<file path="src/rtl/nibble_serial_comparator_pkg.sv">
// rtl/nibble_serial_comparator_pkg.sv - shared state, cascade encodings and helpers
package nibble_serial_comparator_pkg;

   typedef enum logic {
      IDLE = 1'b0,
      RUN  = 1'b1
   } state_e;

   // Cascade vectors are packed as {ALB, AGB, AEB}
   localparam int CASC_ALB_BIT = 2;
   localparam int CASC_AGB_BIT = 1;
   localparam int CASC_AEB_BIT = 0;

   localparam logic [2:0] CASC_EQ = 3'b001;
   localparam logic [2:0] CASC_LT = 3'b100;
   localparam logic [2:0] CASC_GT = 3'b010;

   function automatic logic casc_is_one_hot(input logic [2:0] c);
      return (c == CASC_EQ) || (c == CASC_LT) || (c == CASC_GT);
   endfunction

endpackage

</file>
<file path="src/rtl/nibble_serial_comparator_mag4_slice.sv">
// rtl/nibble_serial_comparator_mag4_slice.sv - combinational 4-bit magnitude compare slice
module mag4_slice
   import nibble_serial_comparator_pkg::*;
(
   input  logic [3:0] an_i,
   input  logic [3:0] bn_i,
   input  logic [2:0] casc_i,
   output logic [2:0] casc_o
);

   // Equal nibbles forward the cascade untouched, even non-one-hot patterns
   always_comb begin
      casc_o = casc_i;
      if (an_i > bn_i) begin
         casc_o = CASC_GT;
      end else if (an_i < bn_i) begin
         casc_o = CASC_LT;
      end
   end

endmodule

</file>
<file path="src/rtl/nibble_serial_comparator.sv">
// rtl/nibble_serial_comparator.sv - serial WIDTH-bit comparator, one nibble per cycle, LSB first
// Optional cascade-input one-hot check built when CASCADE_CHECK_EN is defined.
module nibble_serial_comparator
   import nibble_serial_comparator_pkg::*;
#(
   parameter int WIDTH = 16
) (
   input  logic             CLK,
   input  logic             RST,
   input  logic             START,
   input  logic [WIDTH-1:0] A,
   input  logic [WIDTH-1:0] B,
   input  logic             ALBi,
   input  logic             AGBi,
   input  logic             AEBi,
   output logic             BUSY,
   output logic             DONE,
   output logic             ALBo,
   output logic             AGBo,
   output logic             AEBo,
   output logic             CERR
);

   localparam int NIBBLES = WIDTH / 4;
   localparam int CNT_W   = (NIBBLES > 1) ? $clog2(NIBBLES) : 1;

   state_e           state_q, state_d;
   logic [CNT_W-1:0] cnt_q, cnt_d;
   logic [WIDTH-1:0] a_q, a_d, b_q, b_d;
   logic [2:0]       casc_q, casc_d;
   logic [2:0]       res_q, res_d;
   logic             done_q, done_d;

   logic [3:0]       an, bn;
   logic [2:0]       slice_out;
   logic             start_acc, last_nib;

   assign start_acc = (state_q == IDLE) && START;
   assign last_nib  = (cnt_q == CNT_W'(NIBBLES - 1));

   always_ff @(posedge CLK or posedge RST) begin
      if (RST) begin
         state_q <= IDLE;
      end else begin
         state_q <= state_d;
      end
   end

   always_comb begin
      state_d = state_q;
      case (state_q)
         IDLE:    if (START) state_d = RUN;
         RUN:     if (last_nib) state_d = IDLE;
         default: state_d = IDLE;
      endcase
   end

   always_comb begin
      BUSY = (state_q == RUN);
      DONE = done_q;
      ALBo = res_q[CASC_ALB_BIT];
      AGBo = res_q[CASC_AGB_BIT];
      AEBo = res_q[CASC_AEB_BIT];
   end

   // Constant-index mux keeps the nibble select free of variable shifts
   always_comb begin
      an = 4'h0;
      bn = 4'h0;
      for (int i = 0; i < NIBBLES; i++) begin
         if (cnt_q == CNT_W'(i)) begin
            an = a_q[4*i +: 4];
            bn = b_q[4*i +: 4];
         end
      end
   end

   mag4_slice u_slice (
      .an_i   (an),
      .bn_i   (bn),
      .casc_i (casc_q),
      .casc_o (slice_out)
   );

   always_comb begin
      cnt_d  = cnt_q;
      a_d    = a_q;
      b_d    = b_q;
      casc_d = casc_q;
      res_d  = res_q;
      done_d = 1'b0;
      if (start_acc) begin
         a_d    = A;
         b_d    = B;
         casc_d = {ALBi, AGBi, AEBi};
         cnt_d  = '0;
      end else if (state_q == RUN) begin
         casc_d = slice_out;
         cnt_d  = cnt_q + CNT_W'(1);
         if (last_nib) begin
            res_d  = slice_out;
            done_d = 1'b1;
            cnt_d  = '0;
         end
      end
   end

   always_ff @(posedge CLK or posedge RST) begin
      if (RST) begin
         cnt_q  <= '0;
         a_q    <= '0;
         b_q    <= '0;
         casc_q <= '0;
         res_q  <= '0;
         done_q <= 1'b0;
      end else begin
         cnt_q  <= cnt_d;
         a_q    <= a_d;
         b_q    <= b_d;
         casc_q <= casc_d;
         res_q  <= res_d;
         done_q <= done_d;
      end
   end

`ifdef CASCADE_CHECK_EN
   logic err_q, cerr_q;

   always_ff @(posedge CLK or posedge RST) begin
      if (RST) begin
         err_q  <= 1'b0;
         cerr_q <= 1'b0;
      end else begin
         if (start_acc) begin
            err_q <= !casc_is_one_hot({ALBi, AGBi, AEBi});
         end
         if ((state_q == RUN) && last_nib) begin
            cerr_q <= err_q;
         end
      end
   end

   assign CERR = cerr_q;
`else
   assign CERR = 1'b0;
`endif

endmodule

</file>
<file path="config.mk">
export PLATFORM = sky130hd
export DESIGN_NAME = nibble_serial_comparator
export DESIGN_NICKNAME = d
export VERILOG_FILES = /design/src/rtl/nibble_serial_comparator_pkg.sv /design/src/rtl/nibble_serial_comparator_mag4_slice.sv /design/src/rtl/nibble_serial_comparator.sv
export SDC_FILE = /design/constraint.sdc
export NUM_CORES = 1
export LEC_CHECK = 0
export ABC_AREA = 1
export CAP_MARGIN = 20
export CORE_AREA = 4 4 71 73
export DETAILED_ROUTE_END_ITERATION = 7
export DIE_AREA = 0 0 75 77
export GPL_TIMING_DRIVEN = 0
export MAX_ROUTING_LAYER = met4
export PLACE_DENSITY = 0.77
export SLEW_MARGIN = 25
export SYNTH_ARGS = -nofsm -noshare
export SYNTH_HDL_FRONTEND = slang
export SYNTH_SLANG_ARGS = --single-unit
</file>
<file path="constraint.sdc">
create_clock -name CLK -period 2.5 [get_ports CLK]
set_clock_uncertainty 0.15 [all_clocks]
set_input_delay 0.375 -clock CLK [delete_from_list [all_inputs] [get_ports CLK]]
set_output_delay 0.375 -clock CLK [all_outputs]
set_load 0.02 [all_outputs]
</file>
# Yosys cells after proc, flatten, opt, wreduce, memory -nomap -nowiden
# Index checks and enable logic that the tools add are counted.
# W data, S select, Z words.
# word_totals
reg_bits,42
in_bits,38
output_inout_bits,6
wordCells,40
# classes
n_addsub,1
order_cmp,2
n_eq_ne,3
mux,21
bitwise_logic,2
n_reduce_logical,4
# op_table
operator,n
$mux W4,8
$mux W3,4
$mux W2,3
$mux W1,5
$eq A2 B2 Y1 const B,2
$gt A4 B4 Y1,1
$lt A4 B4 Y1,1
$reduce_and A3 Y1,1
$add A2 B1 Y2 const B,1
$eq A2 B1 Y1 const B,1
$logic_not A2 Y1,1
$not A1 Y1,2
$pmux W1 S2,1
$reduce_bool A2 Y1,1
$logic_and A1 B1 Y1,1

# Depth between registers and ports, before layout
# Gate-level depths: netlist of run 1.
# depth
ltp_word,10
ltp_mapped,17
mapped_depth_nobuf,17

# Hierarchy
# A second synthesis of run 1 with hierarchy kept.
# unflattened
hier_cells,275
area_unflattened_um2,2117.0
# by_module_without_submodules
module,instances,cells_per_inst,area_each_um2,seq_area_each_um2
nibble_serial_comparator,1,250,1978.1,1051.0
mag4_slice,1,25,138.9,0.0

# Worst setup path after synthesis of run 1
# Ideal clock, no wire load.
# synth_path
kind,register to register
from,register cnt_q[0]
to,register res_q[2]
setup_ps,116
t_arrival_ps,1832
t_required_ps,2234
slack_ps,401
stages_incl_launch_ff,15
path_buffers,1
synth_period_minus_slack_ps,2099
cell_sequence,dfrtp_1 inv_1 ha_1 buf_2 inv_1 o211ai_1 nand2_1 ha_1 nand2_1 inv_1 nand2_1 nand2_1 nand2_1 nand2_1 nand2_1
# synth_between
elab_chain_len,8
elab_cells_between_ends,17
cone_classes,order compare: 2; eq/ne: 3; mux: 10; reduce/logical: 2
# synth_lines
item,line,text
start: declaration,nibble_serial_comparator.sv:28,"logic [CNT_W-1:0] cnt_q, cnt_d;"
start signal: assignment,nibble_serial_comparator.sv:117,cnt_q <= cnt_d;
$logic_not A2 Y1,nibble_serial_comparator.sv:71,if (cnt_q == CNT_W'(i)) begin
$mux W4 (4 in a row),nibble_serial_comparator.sv:71,
$lt A4 B4 Y1,nibble_serial_comparator_mag4_slice.sv:16,end else if (an_i < bn_i) begin
$mux W3,nibble_serial_comparator_mag4_slice.sv:16,
$mux W3,nibble_serial_comparator_mag4_slice.sv:14,if (an_i > bn_i) begin
end signal: assignment,nibble_serial_comparator.sv:121,res_q <= res_d;
end: declaration,nibble_serial_comparator.sv:31,"logic [2:0] res_q, res_d;"
# Several ways; a longest one is shown, not always the timed one.
# A chain may end at the register's enable or synchronous reset.

# Worst setup path after layout of run 1
# layout_path
from,register cnt_q[0]
to,register casc_q[2]
# layout_between
elab_chain_len,10
elab_cells_between_ends,18
cone_classes,order compare: 2; eq/ne: 3; mux: 12; reduce/logical: 1
# layout_lines
item,line,text
$logic_not A2 Y1,nibble_serial_comparator.sv:71,
$mux W4 (4 in a row),nibble_serial_comparator.sv:71,
$lt A4 B4 Y1,nibble_serial_comparator_mag4_slice.sv:16,
$mux W3,nibble_serial_comparator_mag4_slice.sv:16,
$mux W3 *,nibble_serial_comparator_mag4_slice.sv:14,
$mux W3 *,nibble_serial_comparator.sv:97,end else if (state_q == RUN) begin
$mux W3 *,nibble_serial_comparator.sv:92,if (start_acc) begin
end signal: assignment,nibble_serial_comparator.sv:120,casc_q <= casc_d;
end: declaration,nibble_serial_comparator.sv:30,"logic [2:0] casc_q, casc_d;"
# Every way passes the cells marked *; elsewhere a longest branch is shown, timed or not. The select of a mux whose other input is x is not followed.

==> flow_summary.toml, run 1 <==
[clocking]
clockBufferDepth = 2
tritoncts = "done"
cts_made_buffers = 5
clk_pin_slew_worst_paths_ps = 80
htree_levels = 2
holdBufCountCts = 0
insertion_delay_ps = 300
cts_setup_buffers = 0
clkSinkCount = 42
root_buffer = "clkbuf_8"
cts_resized = 0

[yosys]
synth_area_leader_cell = "dfrtp_1"
ys_async_sr_fraction = 1.00
syn_nets = 248
synth_area_mm2 = 0.00216
synth_top_cells_by_area = "dfrtp_1, mux2_4, nand2_1"
synth-seq-area-share = 0.486
synth_common_cells = "nand2_1, dfrtp_1, mux2_4, inv_1, a21oi_1"
synth_edf_count = 0
ys.flop_type = "dfrtp_1"
synth_area_per_cell_um2 = 10.7
syn_inst = 202
ys_types = 20
ys_seq_elements = 42
synth_top_area_share = 0.486
yosys_warnings = 0
yosysMostFrequentCell = "nand2_1"

[floorplanning]
die_w_um = 75
io_pins = 44
core_mm2 = 0.00435
std_cell_rows = 24
die_h_um = 77
start_util = 0.497
die-area_mm2 = 0.00578

[finish]
diodes = 0
area_growth_pct = 31.8
layout-drive-gt1-share = 0.237
final_core_util = 0.654
layout.nets = 298
final_cells = 305
fin_area_mm2 = 0.00285
num-fill-cells = 336

[timing]
post-route-min-period_ps = 2330
hold_violations = 0
period_share = 0.932
fmax_mhz = 429
drv_slew = 0
timing.final.ws_setup_ps = 170
fin_worst_hold_slack_ps = 183
setup_viol = 0

[grt]
grt_first_pass_wirelength_mm = 7.29
antenna_found_initial = 0
grt_pass1_vias = 1527
grt-ovfl-total = 0
grt_max_degree = 31
grt.total_usage = 0.170

[placement]
portBuffers = 42
placed_cells = 297
place_ws_ps = 58.0
gp_congestion = 0.791
placed_area_mm2 = 0.00267
dp_hpwl_mm = 3.34

[drt]
drt_iter0_markers = 72
drtAntennaViolNets = 0
routed_wl_mm = 4.46
drc_errors = 0
drt_pass1_iterations = 4
wl_per_cell_um = 14.6
via_count = 1518
routed_via_density = 4.98

[pwr]
p_sw_frac = 0.381
p_leak_uw = 0.00140
p_comb_frac = 0.513
peakVddDrop_mv = 0.616
clkPwrFrac = 0.165
p_switching_uw = 1470
pwr-share-seq = 0.321
p_int_uw = 2390
power_density_mw_per_mm2 = 1350

[worst_setup_path]
cp-startpoint = "cnt_q[0]$_DFFE_PP0P_"
end_kind = "flop"
r2r-start = "cnt_q[0]$_DFFE_PP0P_"
cp_max_fo = 10
crit_required_ps = 2590
crit_chain = "ha_1 > clkbuf_2 > a21oi_1 > nand2_1 > o21ai_0 > ha_1 > nand2_1 > inv_1 > nand2_1 > nand2_2 > nand2_1 > nand2_1 > nand2_1"
path_class = "reg -> reg"
cpMostUsedCell = "nand2_1"
start_kind = "flop"
worst-endpoint-arrival_ps = 2420
slowest_stage = "dfrtp_2"
max_stage_delay_ps = 450

[min_path]
hold_class = "in -> async"

[flow_run]
cap_viol_max_count = 0

[outcome]
outcome = "finished, final reports clean"
final cells by class:
type / count / area [um2] / share of cell area
buffer: 8 / 76.3 / 0.0268
multi-input combinational: 135 / 1010 / 0.354
clock inverter: 3 / 68.8 / 0.0242
sequential: 42 / 1050 / 0.369
clock buffer: 5 / 68.8 / 0.0242
timing repair buffer: 43 / 440 / 0.155
tap: 52 / 65.1 / 0.0228
inverter: 17 / 68.8 / 0.0242
worst max-delay path: cells and delay by family, from the launching register on:
kind	cells	cell delay [ps]
simple gates	7	600
fa+ha+maj	2	550
flops	1	450
buf+inv	2	270
compound gates	2	250
stage by stage:
| step | power (uW) | setup TNS, ps |
|---|---|---|
| 6_report | 3860 | 0 |
| 2_1_floorplan | 2610 | 0 |
| 5_1_grt | 4190 | -37.6 |
| 3_5_place_dp | 3100 | 0 |
| 4_1_cts | 3760 | 0 |
| 3_3_place_gp | 3020 | 0 |
per-layer routing:
metal	up-vias	wire, um	track usage
met4	0	55	0.0516
met1	706	2030	0.219
met3	8	206	0.0431
li1	762	-	-
met2	42	2170	0.261
met5	-	0	-
sequential cells by signal, indices dropped and copies added, names as in the netlist:
signal and cells:
a_q 16, b_q 16, casc_q 3, res_q 3, cnt_q 2, BUSY 1, DONE 1
logic make-up after synthesis:
family | synth area share
AND/OR/NAND/NOR | 0.131
adder cells (fa/ha/maj) | 0.0463
flip-flops | 0.486
buffers and inverters | 0.0613
multiplexers | 0.208
AO/OA/AOI/OAI | 0.0648
other | 0.00173
path summary, 6_finish.rpt:
kind                                          to  slack (ps)  cells past startpoint
max                        casc_q[2]$_DFFE_PP0P_         170                     13
max in group asynchronous   cnt_q[0]$_DFFE_PP0P_        1560                      3
min in group CLK            res_q[0]$_DFFE_PP0P_         330                      2
max reg2reg                casc_q[2]$_DFFE_PP0P_         170                     13
min                        casc_q[1]$_DFFE_PP0P_         180                      2
min reg2reg                 res_q[0]$_DFFE_PP0P_         330                      2
power by group through the flow:
| stage | combinational [uW] | sequential, uW | clock (uW) |
|---|---|---|---|
| 6_report | 1980 | 1240 | 638 |
| 4_1_cts | 1880 | 1230 | 647 |
| 5_1_grt | 2230 | 1270 | 680 |
| 2_1_floorplan | 1400 | 1210 | 0 |
| 3_5_place_dp | 1860 | 1240 | 0 |
| 3_3_place_gp | 1800 | 1220 | 0 |
placed cells by master (no fill, tap or decap), drive strengths merged, types with 8 or more instances in the layout:
master	synthesis	routed
nand2	55	55
clkdlybuf4s50	0	42
dfrtp	42	42
mux2	31	31
inv	17	17
a21oi	11	11
nand3	8	8
o21ai	8	8
ha	8	8
No activity file was read; power rests on OpenSTA's default activity.
==> run 2: changes to the inputs <==
--- a/config.mk
+++ b/config.mk
@@ -8,6 +8,7 @@
 export ABC_AREA = 1
 export CAP_MARGIN = 20
 export CORE_AREA = 4 4 71 73
+export CTS_CLUSTER_SIZE = 25
 export DETAILED_ROUTE_END_ITERATION = 7
 export DIE_AREA = 0 0 75 77
 export GPL_TIMING_DRIVEN = 0
==> results of run 2 <==
The final DEF is identical to that of run 1; final timing and power are the same.
